==> config.mk <==
export PLATFORM = sky130hd
export DESIGN_NAME = fifo_rd_arbiter
export DESIGN_NICKNAME = d
export VERILOG_FILES = /design/src/rtl/fifo_ctrl_pkg.sv /design/src/rtl/rr_arbiter.sv /design/src/rtl/fifo_rd_arbiter.sv
export SDC_FILE = /design/constraint.sdc
export NUM_CORES = 1
export LEC_CHECK = 0
export BUFFER_PORTS_ARGS = -buffer_cell sky130_fd_sc_hd__buf_2
export CORE_MARGIN = 2
export CORE_UTILIZATION = 57
export DETAILED_ROUTE_END_ITERATION = 16
export GPL_TIMING_DRIVEN = 1
export PLACE_DENSITY = 0.8
export SLEW_MARGIN = 20
export SYNTH_ARGS = -nofsm -noshare
export SYNTH_HDL_FRONTEND = slang
export SYNTH_HIERARCHICAL = 1
export SYNTH_SLANG_ARGS = --single-unit
==> constraint.sdc <==
create_clock -name rd_clk -period 7.45 [get_ports rd_clk]
set_input_delay 0 -clock rd_clk [delete_from_list [all_inputs] [get_ports rd_clk]]
set_output_delay 0 -clock rd_clk [all_outputs]
set_load 0.01 [all_outputs]
==> src/rtl/fifo_ctrl_pkg.sv <==
// Shared definitions for the FIFO read-side control logic.
package fifo_ctrl_pkg;

  // Read scheduler states: wait for work, strobe the FIFO, take the word.
  typedef enum logic [1:0] {
    IDLE    = 2'd0,
    READ    = 2'd1,
    CAPTURE = 2'd2
  } state_t;

  // Width of the per-grant beat counter (BURST_MAX tops out at 15).
  localparam int BEAT_W = 4;

endpackage

==> src/rtl/rr_arbiter.sv <==
// Combinational round-robin select: first set req at or after rr_ptr,
// wrapping modulo NUM_REQ, returned as a one-hot vector.
module rr_arbiter #(
  parameter int NUM_REQ = 4,
  parameter int PTR_W   = $clog2(NUM_REQ)
) (
  input  logic [NUM_REQ-1:0] req,
  input  logic [PTR_W-1:0]   rr_ptr,
  input  logic               enable,
  output logic [NUM_REQ-1:0] grant_next
);

  // One extra bit so rr_ptr + offset can exceed NUM_REQ-1 before the wrap.
  localparam int IW = PTR_W + 1;

  logic [IW-1:0] idx;
  logic          found;

  // Scan from rr_ptr upward and keep only the first hit.
  always_comb begin
    // NOTE: every variable gets a default before the loop so no path infers a latch.
    grant_next = '0;
    found      = 1'b0;
    idx        = '0;
    for (int i = 0; i < NUM_REQ; i++) begin
      idx = {1'b0, rr_ptr} + IW'(i);
      if (idx >= IW'(NUM_REQ)) begin
        idx = idx - IW'(NUM_REQ);
      end
      if (enable && !found && req[idx[PTR_W-1:0]]) begin
        grant_next[idx[PTR_W-1:0]] = 1'b1;
        found                      = 1'b1;
      end
    end
  end

endmodule

==> src/rtl/fifo_rd_arbiter.sv <==
// Read-side scheduler for the async FIFO: shares the read port among
// NUM_REQ consumers round-robin, one word in flight at a time, with each
// grant bounded to BURST_MAX words.
//
// A reset that lands while a word is in flight discards that word; the FIFO
// read pointer has already moved past it, so it is lost by design.
module fifo_rd_arbiter
  import fifo_ctrl_pkg::*;
#(
  parameter int NUM_REQ    = 4,
  parameter int DATA_WIDTH = 8,
  parameter int BURST_MAX  = 4
) (
  input  logic                  rd_clk,
  input  logic                  rd_rst_n,
  input  logic                  fifo_empty,
  input  logic [DATA_WIDTH-1:0] fifo_out,
  output logic                  rd_en,
  input  logic [NUM_REQ-1:0]    req,
  output logic [NUM_REQ-1:0]    grant,
  output logic [DATA_WIDTH-1:0] out_data,
  output logic [NUM_REQ-1:0]    out_valid,
  output logic                  out_last,
  output logic                  busy
);

  localparam int PTR_W = $clog2(NUM_REQ);

  state_t                  state, state_d;
  logic [PTR_W-1:0]        rr_ptr, rr_ptr_d;
  logic [BEAT_W-1:0]       beat_cnt, beat_cnt_d, beat_inc;
  logic                    rd_en_d, out_last_d, busy_d;
  logic [NUM_REQ-1:0]      grant_d, out_valid_d, arb_grant;
  logic [DATA_WIDTH-1:0]   out_data_d;
  logic [PTR_W-1:0]        owner, owner_next;

  rr_arbiter #(
    .NUM_REQ (NUM_REQ),
    .PTR_W   (PTR_W)
  ) u_rr_arbiter (
    .req        (req),
    .rr_ptr     (rr_ptr),
    .enable     ((state == IDLE) && !fifo_empty),
    .grant_next (arb_grant)
  );

  // Encode the one-hot owner to an index and compute the next pointer.
  always_comb begin
    owner = '0;
    for (int i = 0; i < NUM_REQ; i++) begin
      if (grant[i]) begin
        owner = PTR_W'(i);
      end
    end
    owner_next = (owner == PTR_W'(NUM_REQ - 1)) ? '0 : owner + PTR_W'(1);
  end

  assign beat_inc = beat_cnt + BEAT_W'(1);

  // Next-state and next-output decode; every output is registered below.
  always_comb begin
    state_d     = state;
    rr_ptr_d    = rr_ptr;
    beat_cnt_d  = beat_cnt;
    grant_d     = grant;
    busy_d      = busy;
    out_data_d  = out_data;
    rd_en_d     = 1'b0;
    out_valid_d = '0;
    out_last_d  = 1'b0;
    case (state)
      IDLE: begin
        if (|arb_grant) begin
          grant_d    = arb_grant;
          busy_d     = 1'b1;
          beat_cnt_d = '0;
          rd_en_d    = 1'b1;
          state_d    = READ;
        end
      end
      READ: begin
        state_d = CAPTURE;
      end
      CAPTURE: begin
        out_data_d  = fifo_out;
        out_valid_d = grant;
        beat_cnt_d  = beat_inc;
        // The empty flag already reflects the read just completed.
        if ((beat_inc < BEAT_W'(BURST_MAX)) && |(req & grant) && !fifo_empty) begin
          rd_en_d = 1'b1;
          state_d = READ;
        end else begin
          grant_d    = '0;
          busy_d     = 1'b0;
          rr_ptr_d   = owner_next;
          out_last_d = 1'b1;
          state_d    = IDLE;
        end
      end
      default: begin
        state_d = IDLE;
      end
    endcase
  end

  // State and registered outputs.
  always_ff @(posedge rd_clk or negedge rd_rst_n) begin
    if (!rd_rst_n) begin
      state     <= IDLE;
      rr_ptr    <= '0;
      beat_cnt  <= '0;
      rd_en     <= 1'b0;
      grant     <= '0;
      out_data  <= '0;
      out_valid <= '0;
      out_last  <= 1'b0;
      busy      <= 1'b0;
    end else begin
      // NOTE: non-blocking so every register samples the pre-edge values.
      state     <= state_d;
      rr_ptr    <= rr_ptr_d;
      beat_cnt  <= beat_cnt_d;
      rd_en     <= rd_en_d;
      grant     <= grant_d;
      out_data  <= out_data_d;
      out_valid <= out_valid_d;
      out_last  <= out_last_d;
      busy      <= busy_d;
    end
  end

endmodule

# Yosys cells after proc, flatten, opt, wreduce, memory -nomap -nowiden
# Index checks and enable logic that the tools add are counted.
op_classes:
  n_addsub: 9
  magnitude_cmp: 13
  n_eq_ne: 5
  muxes: 48
  bitwise_logic: 5
  n_reduce_logical: 25
ops:
  columns: ["op", "n"]
  rows:
  - ["4-bit 2-to-1 mux", 8]
  - ["1-bit 2-to-1 mux", 19]
  - ["2-bit 2-to-1 mux", 8]
  - ["4-bit case mux with 2 select lines", 2]
  - ["1-bit logical AND", 14]
  - ["2-bit by 3-bit less-than comparator with 1-bit output (second input constant)", 4]
  - ["4-bit bitwise OR", 3]
  - ["3-bit greater-or-equal comparator (second input constant)", 3]
  - ["1-bit binary-select mux with 2-bit select", 4]
  - ["1-bit demux with 2-bit select", 4]
  - ["2-bit by 1-bit greater-or-equal comparator with 1-bit output (second input constant)", 4]
  - ["4-bit OR reduction", 2]
  - ["2-bit by 1-bit subtractor with 2-bit output (second input constant)", 4]
  - ["2-bit by 2-bit adder with 3-bit output (second input constant)", 2]
  - ["2-bit case mux with 3 select lines", 1]
  - ["4-bit by 1-bit adder with 4-bit output (second input constant)", 1]
  - ["4-bit AND", 1]
  - ["2-bit equality test (second input constant)", 2]
  - ["1-bit zero test", 4]
  - ["4-bit by 3-bit less-than comparator with 1-bit output (second input constant)", 1]
  - ["1-bit case mux with 2 select lines", 2]
  - ["2-bit AND reduction", 2]
  - ["2-bit by 1-bit adder with 3-bit output (second input constant)", 1]
  - ["2-bit by 3-bit greater-or-equal comparator with 1-bit output (second input constant)", 1]
  - ["other kinds (8)", 8]
totals:
  regBits: 27
  input_bits: 15
  out_inout_bits: 19
  word_cells: 114

# Logic depth before layout (Yosys ltp)
# Gate-level depths: netlist (run 1).
logic_depth:
  depth_word: 21
  ltp_mapped: 10
  ltp_nobuf: 10

# By module
# The synthesis (run 1) kept the hierarchy.
modules_own_cells:
  columns: ["module", "n_inst", "cells_each", "area_each_um2", "seq_area_each_um2"]
  rows:
  - ["fifo_rd_arbiter", 1, 110, 1162.4, 675.6]
  - ["rr_arbiter", 1, 41, 357.8, 0.0]

# Least setup slack after synthesis (run 1)
# Ideal clock, no wire load.
synth_path:
  kind: "register to register"
  start: "register rr_ptr[0]"
  end: "register grant[2]"
  setup_ns: 0.072
  t_arrival_ns: 2.812
  required_time_ns: 7.378
  slack_ns: 4.566
  stages_incl_launch_ff: 11
  path_buffers: 0
  period_less_slack_ns: 2.884
  cell_sequence: "dfrtp_1 inv_1 ha_1 mux2_1 a32o_1 a22oi_1 o221ai_1 or4_4 a31oi_1 a21oi_1 nor2_1"
synth_between:
  elab_chain_cells: 21
  elab_cells_between_ends: 68
  classes_between: "7 x add/sub; 12 x order compare; 1 x eq/ne; 29 x mux; 3 x bitwise; 16 x reduce/logical"
synth_rtl:
  columns: ["element", "line_no", "rtl"]
  rows:
  - ["start: declaration", "fifo_rd_arbiter.sv:30", "logic [PTR_W-1:0] rr_ptr, rr_ptr_d;"]
  - ["start signal: assignment", "fifo_rd_arbiter.sv:121", "rr_ptr <= rr_ptr_d;"]
  - ["parallel branches: the longest is 17 deep, another holds 2-bit by 1-bit adder with 3-bit output", null, null]
  - ["4-bit 2-to-1 mux *", "rr_arbiter.sv:30", "if (enable && !found && req[idx[PTR_W-1:0]]) begin"]
  - ["net arb_grant[1]", "fifo_rd_arbiter.sv:33", "logic [NUM_REQ-1:0] grant_d, out_valid_d, arb_grant;"]
  - ["4-bit OR reduction *", "fifo_rd_arbiter.sv:73", "if (|arb_grant) begin"]
  - ["2-bit by 1-bit != test with 1-bit output (no source line) *", null, null]
  - ["3-bit AND reduction (no source line) *", null, null]
  - ["end signal: assignment", "fifo_rd_arbiter.sv:124", "grant <= grant_d;"]
  - ["end: declaration", "fifo_rd_arbiter.sv:20", "output logic [NUM_REQ-1:0] grant,"]
# Mark *: on every way through the listed nets, which the timed path passes. The select of a mux whose other input is x is not followed.
# A chain may end at the register's enable or synchronous reset.

# Final worst setup path (run 1)
# Same ends and word-level chain as after synthesis.

==> results.ini, run 1 <==
[outcome]
status = finished clean

[power]
swShare_pct = 43.6
p_comb_share_pct = 52.9
power.share.clock_pct = 9.1
pwr_density_cell_nw_per_um2 = 370
p_int_mw = 0.381
power.leakage_nw = 0.907
vdd_drop_max_mv = 0.293
p_seq_share_pct = 38.1
p_sw_mw = 0.295

[finish]
layout.nets = 218
fill_cells = 177
area.growth.synth_to_final_pct = 20.0
final_cell_mix = nand2_1, buf_2, dfrtp_1
multiInputGateArea_um2 = 796
diodes = 0
ff_latch_area_um2 = 676
drive_gt1_share_pct = 26.3

[hold_path]
hp-class = input port to flip-flop

[global_route]
grt_usage_pct = 24.5
grt_max_degree = 28
grt_overflow_total = 0
antenna_found_initial = 0
grt_pass1_wl_mm = 5.93
grt_pass1_vias = 1222

[yosys]
ys.flop_type = dfrtp_1
netlist_area_um2 = 1520
yosysSeqAreaShare_pct = 44.4
synth_edf_count = 0
avgSynthCellArea_um2 = 10.1
ys_async_sr_fraction_pct = 100
syn_inst = 151
synthesis.nets = 174
synth_seq_cells = 27
yosys_warnings = 6
yosysUniqueCellTypes = 34

[routing]
viasPerCell = 5.76
vias = 1291
drt-total-wl_mm = 3.33
drtAntennaViolNets = 0
initialDrtViolationCount = 52
wire_per_inst_um = 14.9
first_pass_iters = 4
drc = 0

[clock_network]
h-tree-depth = 1
clock-sinks = 27
path_clk_slew_ps = 140
root_buffer = clkbuf_4
numCtsBuffers = 3
clk_path_buf_depth = 2
cts_tree = yes
post_cts_resized = 0
clock_latency_ps = 320

[die]
start_util_pct = 60.8
die_width_um = 55.6
ios = 34
core_um2 = 2500
rows = 18
die-area_um2 = 3100
die_h_um = 55.6

[sta]
setup_viol = 0
worst-slew-pin-transition_ps = 924
finClkSkew_ps = 9.35
slew_headroom_pct = 38.3
fin_setup_tns_ps = 0
period_minus_slack_ps = 3230
rsz0062_at_grt = false
post-route-period-util_pct = 43.3
fmaxAchievable_ghz = 0.310
hold_viol = 0
fin_hold_ws_ps = 46.8
maxSlewViolCount = 0

[worst_setup_path]
crit_family = compound AO/OA/AOI/OAI gates
crit_fanout = 10
arrival_ps = 3480
required_ps = 7700
path_cells = inv_1, ha_1, mux2_1, a32o_1, a22oi_1, o221ai_1, or4_4, a31oi_1, a21oi_1, nor2_1
end_kind = flip-flop
crit_slowest_cell = or4_4
startpoint_type = flip-flop
crit_type = flip-flop to flip-flop
critPathMaxStageDelay_ps = 610
path_buf_inv = 1

[placed_design]
gp_congestion = 0.888
numPortBuffers = 33
hpwl_mm = 2.35

[run]
cap_violations = 0

worst reg2reg max path, delay by kind of cell, from the launching register on:
family,cells,cell delay (ps)
buffers and inverters,1,170
multiplexers,1,340
AO/OA/AOI/OAI,5,930
adder cells (fa/ha/maj),1,390
AND/OR/NAND/NOR,2,760
flip-flops,1,570
sequential cells by signal (all words and copies together) (netlist names):
name       cells
busy           1
rr_ptr         2
out_valid      4
grant          4
rd_en          1
out_data       8
beat_cnt       4
out_last       1
state          2
logic make-up (layout without fill, tap and decap cells):
kind of cell	Yosys count	after routing	synth area share (%)
xor gates and xnor gates	2	2	1.65
adders and majority gates	8	8	6.58
buffers and inverters	12	55	3.21
and+or+nand+nor	68	68	22.6
DFF	27	27	44.4
AOI/OAI and AO/OA	26	26	12.9
muxes	8	8	8.56
per-layer routing:
layer  part of all wire [%]  track usage [%]  vias to the layer above
met4                    1.7             6.97                        0
met1                     43             33.5                      636
met5                      0                0                        -
met2                     50             40.0                       40
li1                       -                -                      608
met3                    5.4             4.42                        7
stage by stage:
step	util [%]	area [um2]	cells	worst slack, ps	power, mW
after floorplan	-	1520	151	4570	0.510
after global placement	68.3	1710	211	4460	0.595
after detailed placement	68.3	1710	211	4290	0.611
after CTS	73.0	1820	224	4260	0.677
after global routing	73.0	1820	224	3980	0.738
final	73.0	1820	224	4220	0.676
cells in the mapped netlist (2+ instances only):
library cell	instances	area, um2
o21ai_0	2	10.0
buf_2	3	15.0
inv_1	9	33.8
nand3_2	2	20.0
and2_1	4	25.0
nor2_1	10	37.5
o21ai_1	4	20.0
nor2b_1	7	43.8
nand2_1	33	124
ha_1	8	100
nand3_1	3	15.0
a22oi_1	8	60.1
nor3_1	2	10.0
mux2_4	2	30.0
a21oi_1	3	15.0
o221ai_1	4	35.0
nand3b_1	2	15.0
dfrtp_1	27	676
mux4_2	3	67.6
power groups by stage:
stage | Sequential [mW] | Combinational, mW | Clock, mW
floorplan | 0.268 | 0.242 | 0
global placement | 0.256 | 0.339 | 0
detailed placement | 0.259 | 0.352 | 0
CTS | 0.256 | 0.357 | 0.0632
global route | 0.267 | 0.402 | 0.0694
finish | 0.257 | 0.357 | 0.0614
what timing repair did:
| action | in CTS | in global routing |
|---|---|---|
| endpoints found under the hold margin | 35 | 0 |
| buffers inserted | 0 | 0 |
| hold buffers | 9 | 0 |
| setup endpoints to repair | 0 | 0 |
final timing paths:
check / slack [ps] / endpoint / depth (start not counted) / start
setup / recovery: 4220 / grant[2]$_DFFE_PN0P_ / 10 / rr_ptr[0]$_DFFE_PN0P_
hold / removal: 50 / grant[0]$_DFFE_PN0P_ / 4 / fifo_empty
setup reg to reg: 4220 / grant[2]$_DFFE_PN0P_ / 10 / rr_ptr[0]$_DFFE_PN0P_
hold reg to reg: 490 / out_data[2]$_DFFE_PN0P_ / 2 / out_data[2]$_DFFE_PN0P_
max in group asynchronous: 6880 / grant[3]$_DFFE_PN0P_ / 2 / rd_rst_n
min in group asynchronous: 190 / out_valid[0]$_DFF_PN0_ / 2 / rd_rst_n
area by class of cell:
cell class,instances,area share (%)
flip-flops and latches,27,37.0
multi-input cells,112,43.6
clock buffers,4,1.44
repair buffers,42,14.0
inverters,9,1.85
well taps,30,2.06
No activity file was read; power rests on OpenSTA's default activity.
==> run 2: changes to the inputs <==
Settings changed: ABC_AREA from default to 1, CORE_UTILIZATION 57 to 53, PLACE_DENSITY 0.8 to 0.75.
Clock period 7.45 ns to 3 ns, I/O delays scaled along.
==> run 2 against run 1 <==
  * Wire length is 2.9% higher
  * Utilization is 6.4 points lower
  * Power grew to 2.6 times the previous value
  * Synthesized cell count is 28% higher
  * Fmax is 34% higher
  * Worst hold slack better by 5.5 ps
  * Design area is 0.62% higher
  * Clock skew is 6.4 ps lower
  * Combinational power grew to 2.8 times the previous value
  * Die area is 7.9% higher
  * Critical path depth is 4 higher
==> results.ini, run 2 <==
[sta]
rsz0062_at_grt = false
period_minus_slack_ps = 2410
hold_viol = 0
fin_hold_ws_ps = 52.4
maxSlewViolCount = 0
post-route-period-util_pct = 80.4
worst-slew-pin-transition_ps = 578
setup_viol = 0
finClkSkew_ps = 2.94
slew_headroom_pct = 61.5
fmaxAchievable_ghz = 0.415
fin_setup_tns_ps = 0

[run]
cap_violations = 0

[worst_setup_path]
crit_type = flip-flop to flip-flop
startpoint_type = flip-flop
path_buf_inv = 3
rrSetupSlack_ps = 590
end_kind = flip-flop
required_ps = 3200
cpMostUsedCell = nand2_1
reg2reg_depth = 14
path_cells = inv_2, ha_1, inv_1, nand3_2, nand2_1, inv_2, nor2_8, nand3_1, nand3_1, nor2_1, nand2_1, nand2_2, nand2_1, o22ai_1
crit_slowest_cell = dfrtp_1
critPathMaxStageDelay_ps = 570
r2r-end = beat_cnt[3]$_DFFE_PN0P_
arrival_ps = 2610
crit_fanout = 10
reg2reg_from = rr_ptr[0]$_DFFE_PN0P_
crit_family = simple AND/OR/NAND/NOR gates

[finish]
largest_register = out_data
diodes = 0
multiInputGateArea_um2 = 753
fin_util_pct = 66.6
fill_cells = 232
ff_latch_area_um2 = 676
final_cell_mix = nand2_1, buf_2, dfrtp_1
final_common_cell = nand2_1
layout.nets = 261
final_area_um2 = 1840
drive_gt1_share_pct = 24.1
largest_reg_flops = 8
area.growth.synth_to_final_pct = 19.7

[outcome]
status = finished clean

[die]
die_width_um = 57.8
start_util_pct = 55.6
die-area_um2 = 3340
ios = 34
core_um2 = 2760
die_h_um = 57.8
rows = 19

[yosys]
synth_top_family_by_area = simple AND/OR/NAND/NOR gates
ys_top_cells_by_area = dfrtp_1, nand2_1, nand3_1, ha_1, inv_1
synth_area_leader_cell = dfrtp_1
synth.most_common_cell = nand2_1
yosysSeqAreaShare_pct = 44.0
syn_inst = 193
ys.flop_type = dfrtp_1
synthesis.nets = 216
yosysUniqueCellTypes = 22
ys_async_sr_fraction_pct = 100
netlist_area_um2 = 1530
synth_commonest_cells = nand2_1, dfrtp_1, nand3_1
synth-simple-area-share_pct = 39.6
synthAdderAreaFrac_pct = 6.53
avgSynthCellArea_um2 = 7.95
yosysTopAreaCellShare_pct = 44.0
synthMuxAreaShare_pct = 0
synth_compound_area_share_pct = 3.02
synth_seq_cells = 27
yosys_warnings = 6
synthXorXnorAreaFrac_pct = 0
synth_edf_count = 0

[hold_path]
hp-class = input port to flip-flop
whs_path_depth = 4
min_to = rd_en$_DFF_PN0_
min_from = fifo_empty

[routing]
vias = 1403
initialDrtViolationCount = 117
first_pass_iters = 5
wire_per_inst_um = 12.8
viasPerCell = 5.24
drtAntennaViolNets = 0
drt-total-wl_mm = 3.43
drc = 0

[global_route]
grtUsageMet2_pct = 37.7
grt_usage_pct = 22.1
use_met1_pct = 29.3
grt_pass1_wl_mm = 5.70
gr-usage-met3_pct = 4.46
antenna_found_initial = 0
grt_pass1_vias = 1293
grt_overflow_total = 0
busiest_layer = met2
grt_max_degree = 28

[clock_network]
clk_path_buf_depth = 2
numCtsBuffers = 3
clock_latency_ps = 320
path_clk_slew_ps = 120
root_buffer = clkbuf_4
post_cts_buffers = 0
post_cts_resized = 0
ctsHoldBuffers = 9
cts_tree = yes
h-tree-depth = 1
clock-sinks = 27

[placed_design]
placed_cell_area_um2 = 1720
numPortBuffers = 33
gp_congestion = 0.902
hpwl_mm = 2.46

[power]
pwr_density_cell_nw_per_um2 = 975
p_total_mw = 1.79
power.leakage_nw = 1.04
vdd_drop_max_mv = 0.734

==> run 2: changes by cell type in the layout (fill, tap and decap cells not counted), moves of 5 or more <==
cell,delta
nand2_1,+36
inv_1,+10
nand4_1,+5
nor2b_1,-7
nand3_1,+20
a22oi_1,-8
==> run 2: cells by family (layout without fill, tap and decap cells) <==
logic type               after synthesis  in the layout
flip-flops                            27             27
adder cells (fa/ha/maj)                8              8
AO/OA/AOI/OAI                          9              9
buffers and inverters                 25             69
AND/OR/NAND/NOR                      124            124
==> run 2: worst reg2reg max path: stages, from the launching register on <==
cell     delay (ps)
dfrtp_1         570
inv_2           140
ha_1            350
inv_1           100
nand3_2         130
nand2_1         100
inv_2            60
nor2_8          140
nand3_1         110
nand3_1         130
nor2_1           60
nand2_1          70
nand2_2         120
nand2_1         140
o22ai_1          80
==> run 2: power by group <==
| part | total, mW | internal (mW) | switching, mW |
|---|---|---|---|
| registers | 0.629 | 0.501 | 0.128 |
| clock network | 0.146 | 0.0521 | 0.0943 |
| logic | 1.01 | 0.350 | 0.665 |
==> run 2: worst max-delay path by stage <==
| stage | start | to | slack (ps) | cells past startpoint |
|---|---|---|---|---|
| finish | rr_ptr[0]$_DFFE_PN0P_ | beat_cnt[3]$_DFFE_PN0P_ | 590 | 14 |
| global route | rr_ptr[0]$_DFFE_PN0P_ | beat_cnt[3]$_DFFE_PN0P_ | 390 | 14 |
| CTS | rr_ptr[0]$_DFFE_PN0P_ | beat_cnt[3]$_DFFE_PN0P_ | 630 | 14 |
| detailed placement | rr_ptr[0]$_DFFE_PN0P_ | beat_cnt[3]$_DFFE_PN0P_ | 640 | 14 |
| global placement | rr_ptr[0]$_DFFE_PN0P_ | beat_cnt[2]$_DFFE_PN0P_ | 830 | 14 |
| floorplan | rr_ptr[0]$_DFFE_PN0P_ | beat_cnt[3]$_DFFE_PN0P_ | 980 | 14 |
==> run 2: metal layers <==
metal	part of all wire, %	up-vias	wire length (um)
li1	-	699	-
met1	43	642	1480
met2	49	58	1690
met3	6.8	4	232
met4	0.70	0	24
met5	0	-	0
==> run 2: layout make-up <==
type / count / share of cell area, %
Clock buffer: 4 / 1.43
Inverter: 23 / 4.70
Multi-Input combinational cell: 141 / 41.0
Sequential cell: 27 / 36.8
Tap cell: 31 / 2.11
Timing Repair Buffer: 42 / 13.9
==> run 2: stage by stage <==
stage	setup slack [ps]	instances
after global routing	391	268
after CTS	633	268
final	589	268
after detailed placement	645	255
after global placement	831	255
after floorplan	983	193
